==> src/rtl/multi_dice_roller.sv <==
// Rolls NUM_DICE dice of FACES faces from one push-button: synchroniser, debouncer,
// odometer-style face counters, live LED animation and a latched result with sum.
module multi_dice_roller #(
   parameter int NUM_DICE        = 2,
   parameter int FACES           = 6,
   parameter int DEBOUNCE_CYCLES = 50000,
   localparam int SUM_W          = $clog2(NUM_DICE*FACES+1)
) (
   input  logic                      clk,
   input  logic                      rst_n,
   input  logic                      btn,
   output logic [NUM_DICE*FACES-1:0] led,
   output logic [SUM_W-1:0]          sum,
   output logic                      rolling,
   output logic                      valid
);

   localparam int FW = $clog2(FACES);
   localparam int CW = (DEBOUNCE_CYCLES > 1) ? $clog2(DEBOUNCE_CYCLES) : 1;
   localparam logic [FW-1:0] FACE_LAST = FW'(FACES-1);
   localparam logic [CW-1:0] CNT_LAST  = CW'(DEBOUNCE_CYCLES-1);

   typedef enum logic [1:0] {IDLE, ROLL, LATCH, SHOW} state_t;

   state_t                      state;
   logic                        sync1, sync2;
   logic                        deb, deb_nxt;
   logic [CW-1:0]               cnt;
   logic [FW-1:0]               face [NUM_DICE];
   logic [NUM_DICE-1:0]         adv;
   logic                        carry;
   logic [NUM_DICE*FACES-1:0]   live_led;
   logic [SUM_W-1:0]            total;

   always_ff @(posedge clk or negedge rst_n) begin
      if (!rst_n) begin
         sync1 <= 1'b0;
         sync2 <= 1'b0;
      end else begin
         sync1 <= btn;
         sync2 <= sync1;
      end
   end

   // The FSM reacts to the level the debouncer is about to take, so rolling
   // rises in the same edge the debounced level toggles.
   always_comb begin
      deb_nxt = deb;
      if ((sync2 != deb) && (cnt == CNT_LAST))
         deb_nxt = ~deb;
   end

   always_ff @(posedge clk or negedge rst_n) begin
      if (!rst_n) begin
         deb <= 1'b0;
         cnt <= '0;
      end else if (sync2 == deb) begin
         cnt <= '0;
      end else if (cnt == CNT_LAST) begin
         deb <= ~deb;
         cnt <= '0;
      end else begin
         cnt <= cnt + 1'b1;
      end
   end

   always_comb begin
      adv   = '0;
      carry = (state == ROLL);
      for (int unsigned k = 0; k < NUM_DICE; k++) begin
         adv[k] = carry;
         carry  = carry && (face[k] == FACE_LAST);
      end
   end

   always_ff @(posedge clk or negedge rst_n) begin
      if (!rst_n) begin
         for (int unsigned k = 0; k < NUM_DICE; k++)
            face[k] <= '0;
      end else begin
         for (int unsigned k = 0; k < NUM_DICE; k++)
            if (adv[k])
               face[k] <= (face[k] == FACE_LAST) ? '0 : face[k] + 1'b1;
      end
   end

   always_comb begin
      live_led = '0;
      total    = SUM_W'(NUM_DICE);
      for (int unsigned k = 0; k < NUM_DICE; k++) begin
         live_led[k*FACES + int'(face[k])] = 1'b1;
         total = total + SUM_W'(face[k]);
      end
   end

   always_ff @(posedge clk or negedge rst_n) begin
      if (!rst_n) begin
         state   <= IDLE;
         led     <= '0;
         sum     <= '0;
         rolling <= 1'b0;
         valid   <= 1'b0;
      end else begin
         valid <= 1'b0;
         case (state)
            IDLE: begin
               led <= '0;
               if (deb_nxt) begin
                  state   <= ROLL;
                  rolling <= 1'b1;
               end
            end
            ROLL: begin
               led <= live_led;
               if (!deb_nxt) begin
                  state   <= LATCH;
                  rolling <= 1'b0;
               end
            end
            LATCH: begin
               led   <= live_led;
               sum   <= total;
               valid <= 1'b1;
               state <= SHOW;
            end
            SHOW: begin
               if (deb_nxt) begin
                  state   <= ROLL;
                  rolling <= 1'b1;
               end
            end
            default: state <= IDLE;
         endcase
      end
   end

endmodule

==> config.mk <==
export PLATFORM = sky130hd
export DESIGN_NAME = multi_dice_roller
export DESIGN_NICKNAME = d
export VERILOG_FILES = /design/src/rtl/multi_dice_roller.sv
export SDC_FILE = /design/constraint.sdc
export NUM_CORES = 1
export LEC_CHECK = 0
export BUFFER_PORTS_ARGS = -buffer_cell sky130_fd_sc_hd__buf_2
export CAP_MARGIN = 25
export CELL_PAD_IN_SITES_DETAIL_PLACEMENT = 1
export CELL_PAD_IN_SITES_GLOBAL_PLACEMENT = 1
export CORE_UTILIZATION = 40
export DETAILED_ROUTE_END_ITERATION = 8
export PLACE_DENSITY = 0.68
export SYNTH_ARGS = -nofsm -noshare
export SYNTH_HDL_FRONTEND = slang
export SYNTH_SLANG_ARGS = --single-unit
==> constraint.sdc <==
create_clock -name clk -period 5.2 [get_ports clk]
set_input_delay 0.78 -clock clk [delete_from_list [all_inputs] [get_ports clk]]
set_output_delay 0.78 -clock clk [all_outputs]
set_load 0.005 [all_outputs]
==> results by stage, run 1 <==
Outcome:
- The flow ran to the end, and the final reports show no timing, DRC or antenna violations.

Global route:
- Entering global routing, the biggest net connects 46 pins.
- In the global route stage, overall resource usage came out at between 10% and 20%.
- The remaining global-route overflow is 0.
- The first-pass GRT wire length is 9.08 mm.
- The number of antenna violations at the first check in global routing is 0.
- The number of global-route vias before repair was 1778.

Clocking:
- The TritonCTS clock tree is done.
- The CTS sink count is 45.
- Hold repair after CTS inserted 0 buffers.
- TritonCTS created 5 clock buffers.
- The number of buffers on the longest clock path is 2.
- After clock tree synthesis, the clock-pin slew on the worst setup and hold paths is ~0.08 ns.
- The clock tree root buffer cell is clkbuf_8.
- The number of setup buffers added after CTS is 0.
- The count of H-tree levels built during CTS is 2.
- In this run, post-CTS repair resized a total of 0 instances.
- The clock latency reported for the late side of the worst-skew pair is 0.30 ns.

Floorplan:
- The core area is between 5000 and 6000 um^2.
- For this configuration, the core starts out at a cell density of between 40% and 50%.
- The die is ~76 um tall.
- The horizontal die dimension is roughly 76 um.
- Pin placement for this block handled 21 I/O pins.
- The full die area is ~5800 um^2.
- The floorplan has 26 rows.

Logic synthesis:
- Yosys attributes the largest share of cell area to dfrtp_1 51%, xnor2_1 5.2%, ha_1 5.1%, nand2_1 3.7%, a22o_1 3.6%.
- The sequential-to-total area share from yosys stat is around half.
- The number of cells produced by synthesis is between 200 and 250.
- The per-instance average area after synthesis is 10.7 um^2.
- The Yosys step of the flow raised 0 warnings.
- The biggest area contributor in the post-synthesis netlist is dfrtp_1.
- The flip-flop and latch count after synthesis is 45.
- In this run, distinct cell masters in the synthesized netlist total 43.
- The net count of the mapped netlist is ~220.
- The synthesized netlist occupies a cell area of 2210 um^2.
- After synthesis, the largest area contributor takes up 51.0% of total cell area.

STA:
- Setup repair after global routing left no endpoint under its margin.
- The worst clock skew is 0.00360 ns.
- The slew at the pin closest to its max-slew limit is 0.588 ns.
- The number of failing hold endpoints at the final stage is 0.
- The worst hold slack across all endpoints is approximately 0.29 ns.
- In this run the tightest slew margin relative to its limit is 60.7%.
- Adding up every negative setup slack in the final design gives 0 ns.
- The routed design could run at a clock period as short as 2.06 ns.
- The period utilization is 39.7%.
- Static timing analysis puts the maximum clock frequency at 0.484 GHz.
- The final count of pins violating max slew was 0.
- The final-report setup violation count is 0.

Worst setup path:
- The arrival time of the worst setup path is 2.25 ns.
- The worst-path maximum fanout is 7.
- The capturing element type of the critical path is a flip-flop.
- The critical path is of the reg2reg type.
- Data on the critical path is required at its endpoint by 5.39 ns.
- The worst setup path is launched from a flip-flop.
- Across all register-to-register paths, the minimum setup slack is 3.14 ns.

Finish:
- The number of filler instances in the final layout is just under 600.
- The layout-stage area growth over the synthesis result is 12.1%.
- Leaving out fill and tap cells, the most frequent cell in the layout is dfrtp_1.
- The ratio of cells with drive above 1 in the final layout is a little under a fifth.
- In the final design database the tool counted 241 nets.
- In the layout the commonest cells are 45 x dfrtp_1, 22 x nand2_1, 20 x nor2_1, 20 x buf_2, 17 x inv_1.
- The number of diodes added for antenna fixing is 0.

Route:
- Once detail routing completed, the nets flagged for antenna violations numbered 0.
- The total number of vias is about 1.6k.
- The average via count per standard cell is approximately 5.5.
- The violation count after the first detailed-routing iteration is 58.
- Dividing the detail-routed wire length by the instance count gives 16.9 um.
- The total wire length is ~5.0 mm.
- Before antenna repair, the detailed router went through 4 iterations.
- The post-route DRC violation count is 0.

Place:
- The global placer's final weighted congestion is 0.856.
- During placement, the flow inserted port buffers numbering 20.
- The HPWL after detailed placement is between 3 and 4 mm.

Power:
- IR analysis of the VDD net gives a maximum drop of 0.100 mV.
- The power density over cell area is 238 nW/um^2.
- For this design the static power due to leakage is 0.00115 uW.

Min path:
- The worst hold path belongs to the class in2async.

Run:
- The total of max-cap violations is 0.
-- final cells by class --
| class | count | area [um^2] | share of cell area, % |
|---|---|---|---|
| well taps | 70 | 87.6 | 3.54 |
| inverters | 17 | 63.8 | 2.58 |
| flip-flops and latches | 45 | 1130 | 45.5 |
| repair buffers | 21 | 120 | 4.86 |
| multi-input cells | 138 | 990 | 40.0 |
| clock buffers | 7 | 86.3 | 3.49 |
-- per-layer routing --
metal	global-route usage [%]	up-vias	part of all wire (%)
met3	3.83	10	2.7
met4	8.08	0	1.6
met5	0	-	0
li1	-	762	-
met2	35.8	24	54
met1	22.5	845	42
-- final timing paths --
check,start,end,depth (start not counted)
min,rst_n,cnt[15],1
max reg2reg,face[1],sum[3],8
max,face[1],sum[3],8
max in group asynchronous,rst_n,cnt[3],2
min in group clk,sync1,sync2,0
min reg2reg,sync1,sync2,0
-- cell usage after synthesis --
cell        n
o22ai_1     2
o2bb2ai_1   2
and3_1      1
ha_1        9
nor4b_2     1
nor3_1      3
fa_1        1
nor4_1      1
or3_1       1
and4b_1     1
nand4_2     1
mux2i_1     1
nor4b_4     1
xnor2_1    13
a31oi_1     1
mux2_2      5
and4_1      1
o32a_1      1
nand3_1     6
dfrtp_1    45
nand4_1     7
a21oi_1     2
inv_1      17
a21bo_2     1
and3b_1     1
o31ai_1     3
o21ai_0     4
a22o_1      9
nand2_1    22
buf_4       1
a31o_2      1
nor2b_1     1
nor2_1     20
nand2_2     1
o32ai_1     2
o41ai_1     1
clkbuf_1    5
nor4_2      2
a41o_2      1
nor2_2      1
nand2b_1    2
xor2_1      4
a22oi_1     1
-- flip-flops by register name, summed over array words and instances (netlist names) --
name and count:
sync2 1, face 6, led 12, deb 1, sync1 1, sum 4
state 2, cnt 16, valid 1, rolling 1
-- worst max-delay path, cell delays in order (launching register included) --
cell,delay [ns]
dfrtp_1,0.48
inv_1,0.15
ha_1,0.31
inv_1,0.06
ha_1,0.14
inv_1,0.05
fa_1,0.37
xnor2_1,0.13
mux2_2,0.26
-- power breakdown --
part / leakage [uW] / switching, uW / internal (uW)
Clock: 0.0000443 / 114 / 106
Sequential: 0.000622 / 2.53 / 352
Combinational: 0.000488 / 10.6 / 4.05
-- logic make-up after synthesis --
logic type / synth area share (%)
AND/OR/NAND/NOR: 18.2
flip-flops: 51.0
AO/OA/AOI/OAI: 10.9
buffers and inverters: 4.08
XOR/XNOR: 6.75
adder cells (fa/ha/maj): 6.01
multiplexers: 3.01
-- per-stage QoR --
stage          total power [uW]  instances  cell area [um^2]  setup slack [ns]  util (%)
2_1_floorplan               366        206              2210              3.33         -
3_5_place_dp                375        290              2370              3.17      45.5
6_report                    589        298              2470              3.14      47.5
3_3_place_gp                375        290              2370              3.26      45.5
4_1_cts                     598        297              2450              3.17      47.1
5_1_grt                     613        298              2470              3.08      47.5
No activity file was read; power rests on OpenSTA's default activity.
==> inputs of run 2 (changes only) <==
--- a/config.mk
+++ b/config.mk
@@ -5,13 +5,14 @@
 export SDC_FILE = /design/constraint.sdc
 export NUM_CORES = 1
 export LEC_CHECK = 0
+export ABC_AREA = 1
 export BUFFER_PORTS_ARGS = -buffer_cell sky130_fd_sc_hd__buf_2
 export CAP_MARGIN = 25
 export CELL_PAD_IN_SITES_DETAIL_PLACEMENT = 1
 export CELL_PAD_IN_SITES_GLOBAL_PLACEMENT = 1
 export CORE_UTILIZATION = 40
 export DETAILED_ROUTE_END_ITERATION = 8
-export PLACE_DENSITY = 0.68
+export PLACE_DENSITY = 0.71
 export SYNTH_ARGS = -nofsm -noshare
 export SYNTH_HDL_FRONTEND = slang
 export SYNTH_SLANG_ARGS = --single-unit
==> constraint.sdc (replaced) <==
create_clock -name clk -period 2.1 [get_ports clk]
set_input_delay 0.315 -clock clk [delete_from_list [all_inputs] [get_ports clk]]
set_output_delay 0.315 -clock clk [all_outputs]
set_load 0.005 [all_outputs]
==> results by stage, run 2 <==
Outcome:
- The run finished with clean final reports.

STA:
- The worst-case headroom to the max-slew limit is 77.2%.
- The summed negative setup slack over all endpoints is 0 ns.
- The tightest hold path in the finished design has a slack of around 0.12 ns.
- The final critical path takes up 86.6% of the cycle.
- For the pin with the worst max-slew slack, the measured transition is 0.343 ns.
- The time the final worst path needs with I/O delays and setup is 1.82 ns.
- In the post-route analysis, the smallest setup slack over all paths is between 0.2 and 0.3 ns.
- Setup repair after global routing left no endpoint under its margin.
- The final count of pins violating max slew is 0.
- The worst clock skew is 0.00270 ns.
- The number of failing hold endpoints at the final stage is 0.
- The final-report setup violation count is 0.
- The maximum clock frequency is 0.550 GHz.

Floorplan:
- The die is 78.2 um tall.
- The I/O pin count is 21.
- The placement row count is 27.
- For this configuration, the core starts out at a cell density of 41.9%.
- The region available for standard cell placement spans 5540 um^2.
- The floorplan step set the die width to 78.2 um.
- The floorplan step defined a die boundary enclosing 6120 um^2.

Route:
- After detailed routing, the number of vias per cell comes to 4.94.
- The detailed router finished its first iteration with 32 violations.
- After detailed routing, the number of remaining DRC violations is 0.
- The total number of vias is between 1.5k and 2k.
- The pre-antenna-repair detailed-routing pass consisted of 4 iterations.
- The count of nets left with antenna violations once routing finished came out at 0.
- After detailed routing, the total wire length is 5.28 mm.
- The average wire per standard cell is 14.3 um.

Worst setup path:
- The sort of element at the start of the critical path is a flip-flop.
- The capturing element type of the critical path is a flip-flop.
- Grouping stages by cell kind, the critical path spends the most delay in adder cells.
- Measured in cells, the most critical reg-to-reg path has a length of 8.
- STA puts the critical path data required time at 2.32 ns.
- In this run the register-to-register setup slack is 0.28 ns.
- The most numerous cell type found on the critical path is inv_1.
- Tracing the worst setup path back leads to its startpoint at face[1].
- By startpoint and endpoint, the worst setup path is classified as reg2reg.
- The sum of buffers and inverters on the critical path is 3.
- Walking the worst path, the cells encountered are inv_1, ha_1, inv_1, ha_1, inv_1, fa_1, xor2_1, o21ai_0.
- The critical register-to-register path endpoint is sum[3].
- The largest single stage delay on the critical path is 0.42 ns.
- The worst-path maximum fanout is 5.
- The arrival time of the worst setup path is 2.04 ns.
- The critical-path cell with the highest stage delay is dfrtp_1.
- The startpoint identified for the worst register-to-register timing path is face[1].

Logic synthesis:
- In this run, synthesis produced a sequential element count of 45.
- Dividing the synthesized area by the synthesized cell count gives around 8.7 um^2.
- The total of warnings raised by yosys is 0.
- The sequential-to-total area share from yosys stat is between 40% and 50%.
- Counting every instance in the synthesized netlist gives between 200 and 300.
- The commonest cells after synthesis are 55 x nand2_1, 45 x dfrtp_1, 38 x inv_1, 31 x nor2_1, 13 x o21ai_0.
- The count of distinct cell types in the synthesized netlist is 34.
- The post-synth design cell area is 2320 um^2.
- The portion of synthesized cell area occupied by the leading cell type is 48.5%.
- When the netlist entered floorplanning its net count stood at 280.
- The most repeated cell in the gate-level netlist after synthesis is nand2_1.
- The largest total area in the synthesized netlist belongs to dfrtp_1.
- The post-synthesis async set-or-reset flop share is 100%.
- Ranked by total cell area, the synthesized netlist is headed by dfrtp_1 48%, nand2_1 8.9%, inv_1 6.1%, nor2_1 5.0%, ha_1 4.8%.
- The number of enable flip-flop cells after synthesis is 0.
- For this run, the leading register cell type out of synthesis is dfrtp_1.

Clocking:
- The CTS clock-pin slew for the worst setup and hold paths is approximately 0.090 ns.
- The total CTS buffers is 5.
- The clock tree synthesis step divided the H-tree into 2 levels.
- For this design, the sink count on the clock tree is between 40 and 50.
- The clock passes through at most 2 buffers.
- At the later pin of the worst-skew pair, clock insertion delay measures roughly 0.3 ns.
- TritonCTS built the clock tree.
- The root buffer cell chosen for the clock tree is clkbuf_8.

Global route:
- In the global route stage, met3 resource usage came out at 3.49%.
- The remaining global-route overflow is 0.
- The number of global-route vias before repair was between 1.5k and 2k.
- For this run, global-route usage on met1 was measured as 24.1%.
- The number of antenna violations at the first check in global routing is 0.
- Across every metal layer, demand over resource in global routing totals 19.6%.
- Entering global routing, the biggest net connects 46 pins.
- The most used routing layer in global routing is met2.
- The first global-routing pass estimated ~9.2 mm of wire.
- The global-route met2 utilization is 35.1%.

Finish:
- The register with the most flip-flops in the layout has 16 of them.
- In the layout the commonest cells are 55 x nand2_1, 45 x dfrtp_1, 38 x inv_1.
- In the final layout, the registers with the most flip-flops are cnt (16), led (12), face (6).
- The number of antenna diodes in the final layout is 0.
- The library cell used most frequently in the layout, excluding fill and tap cells, is nand2_1.
- The layout-stage area growth over the synthesis result is 15.7%.
- The register with the most flip-flops is cnt.
- The number of nets in the layout is between 300 and 400.
- The ratio of cells with drive above 1 in the final layout is 17.8%.

Power:
- In this run the static leakage power is 0.00134 uW.
- The peak supply drop is 0.287 mV.
- The power density over cell area is between 600 and 700 nW/um^2.

Run:
- Max-cap violations in this run came to 0.

Min path:
- The worst hold path endpoint is sync1.
- The type of the worst min-delay path is in2reg.
- The number of stages on the worst hold path is 1.
- The startpoint identified for the worst hold timing path is btn.

Place:
- The worst setup slack after placement is 0.262 ns.
- Routability-driven placement finished with a final weighted congestion of 0.796.
- The post-detailed-placement half-perimeter wirelength is roughly 4 mm.
- During placement, the flow inserted port buffers numbering 20.
## run 2: changes by cell type after synthesis, moves of 4 or more
cell / delta
mux2_2: -5
nor2_1: +11
nand2_1: +33
clkbuf_1: -4
inv_1: +21
xnor2_1: -10
a22o_1: -4
nand3_1: +5
o21ai_0: +9
o22ai_1: +4
a21oi_1: +5
nand4_1: -5
## run 2: worst max path at each step
stage	endpoint	slack, ns	cells after the start
6_report	sum[3]	0.28	8
5_1_grt	sum[3]	0.14	8
4_1_cts	sum[3]	0.26	8
3_5_place_dp	sum[3]	0.26	8
3_3_place_gp	sum[3]	0.37	8
2_1_floorplan	sum[3]	0.43	8
## run 2: timing repair
action	in CTS	in global routing
endpoints found under the hold margin	45	0
hold buffers	1	0
setup buffers	0	0
resized for setup	0	0
## run 2: per-layer routing
metal | part of all wire [%] | up-vias
li1 | - | 918
met1 | 44 | 885
met2 | 52 | 20
met3 | 2.4 | 4
met4 | 0.68 | 0
met5 | 0 | -
## run 2: layout make-up
type	instances	area [um^2]
fill	681	2850
sequential	45	1130
multi-input combinational	179	1030
inverter	41	154
timing repair buffer	25	153
tap	72	90.1
clock buffer	5	68.8
clock inverter	3	68.8
## run 2: power breakdown
group / total [uW] / internal, uW / switching (uW)
combinational: 45.1 / 14.0 / 31.1
clock: 795 / 479 / 315
sequential: 878 / 872 / 5.51
## run 2: logic make-up (layout without fill, tap and decap cells)
| group | after synthesis | after routing | share of synthesized area (%) |
|---|---|---|---|
| compound gates | 39 | 39 | 10.0 |
| fa+ha+maj | 10 | 10 | 5.71 |
| xor+xnor | 7 | 7 | 2.96 |
| simple gates | 123 | 123 | 25.6 |
| flops | 45 | 45 | 48.5 |
| buf+inv | 43 | 74 | 7.27 |
## run 2: through the flow
stage	instances	instance area, um^2	util [%]	power, uW
floorplan	267	2320	-	910
global placement	361	2540	45.9	940
detailed placement	361	2540	45.9	942
CTS	370	2690	48.5	1750
global route	370	2690	48.5	1780
finish	370	2690	48.5	1720
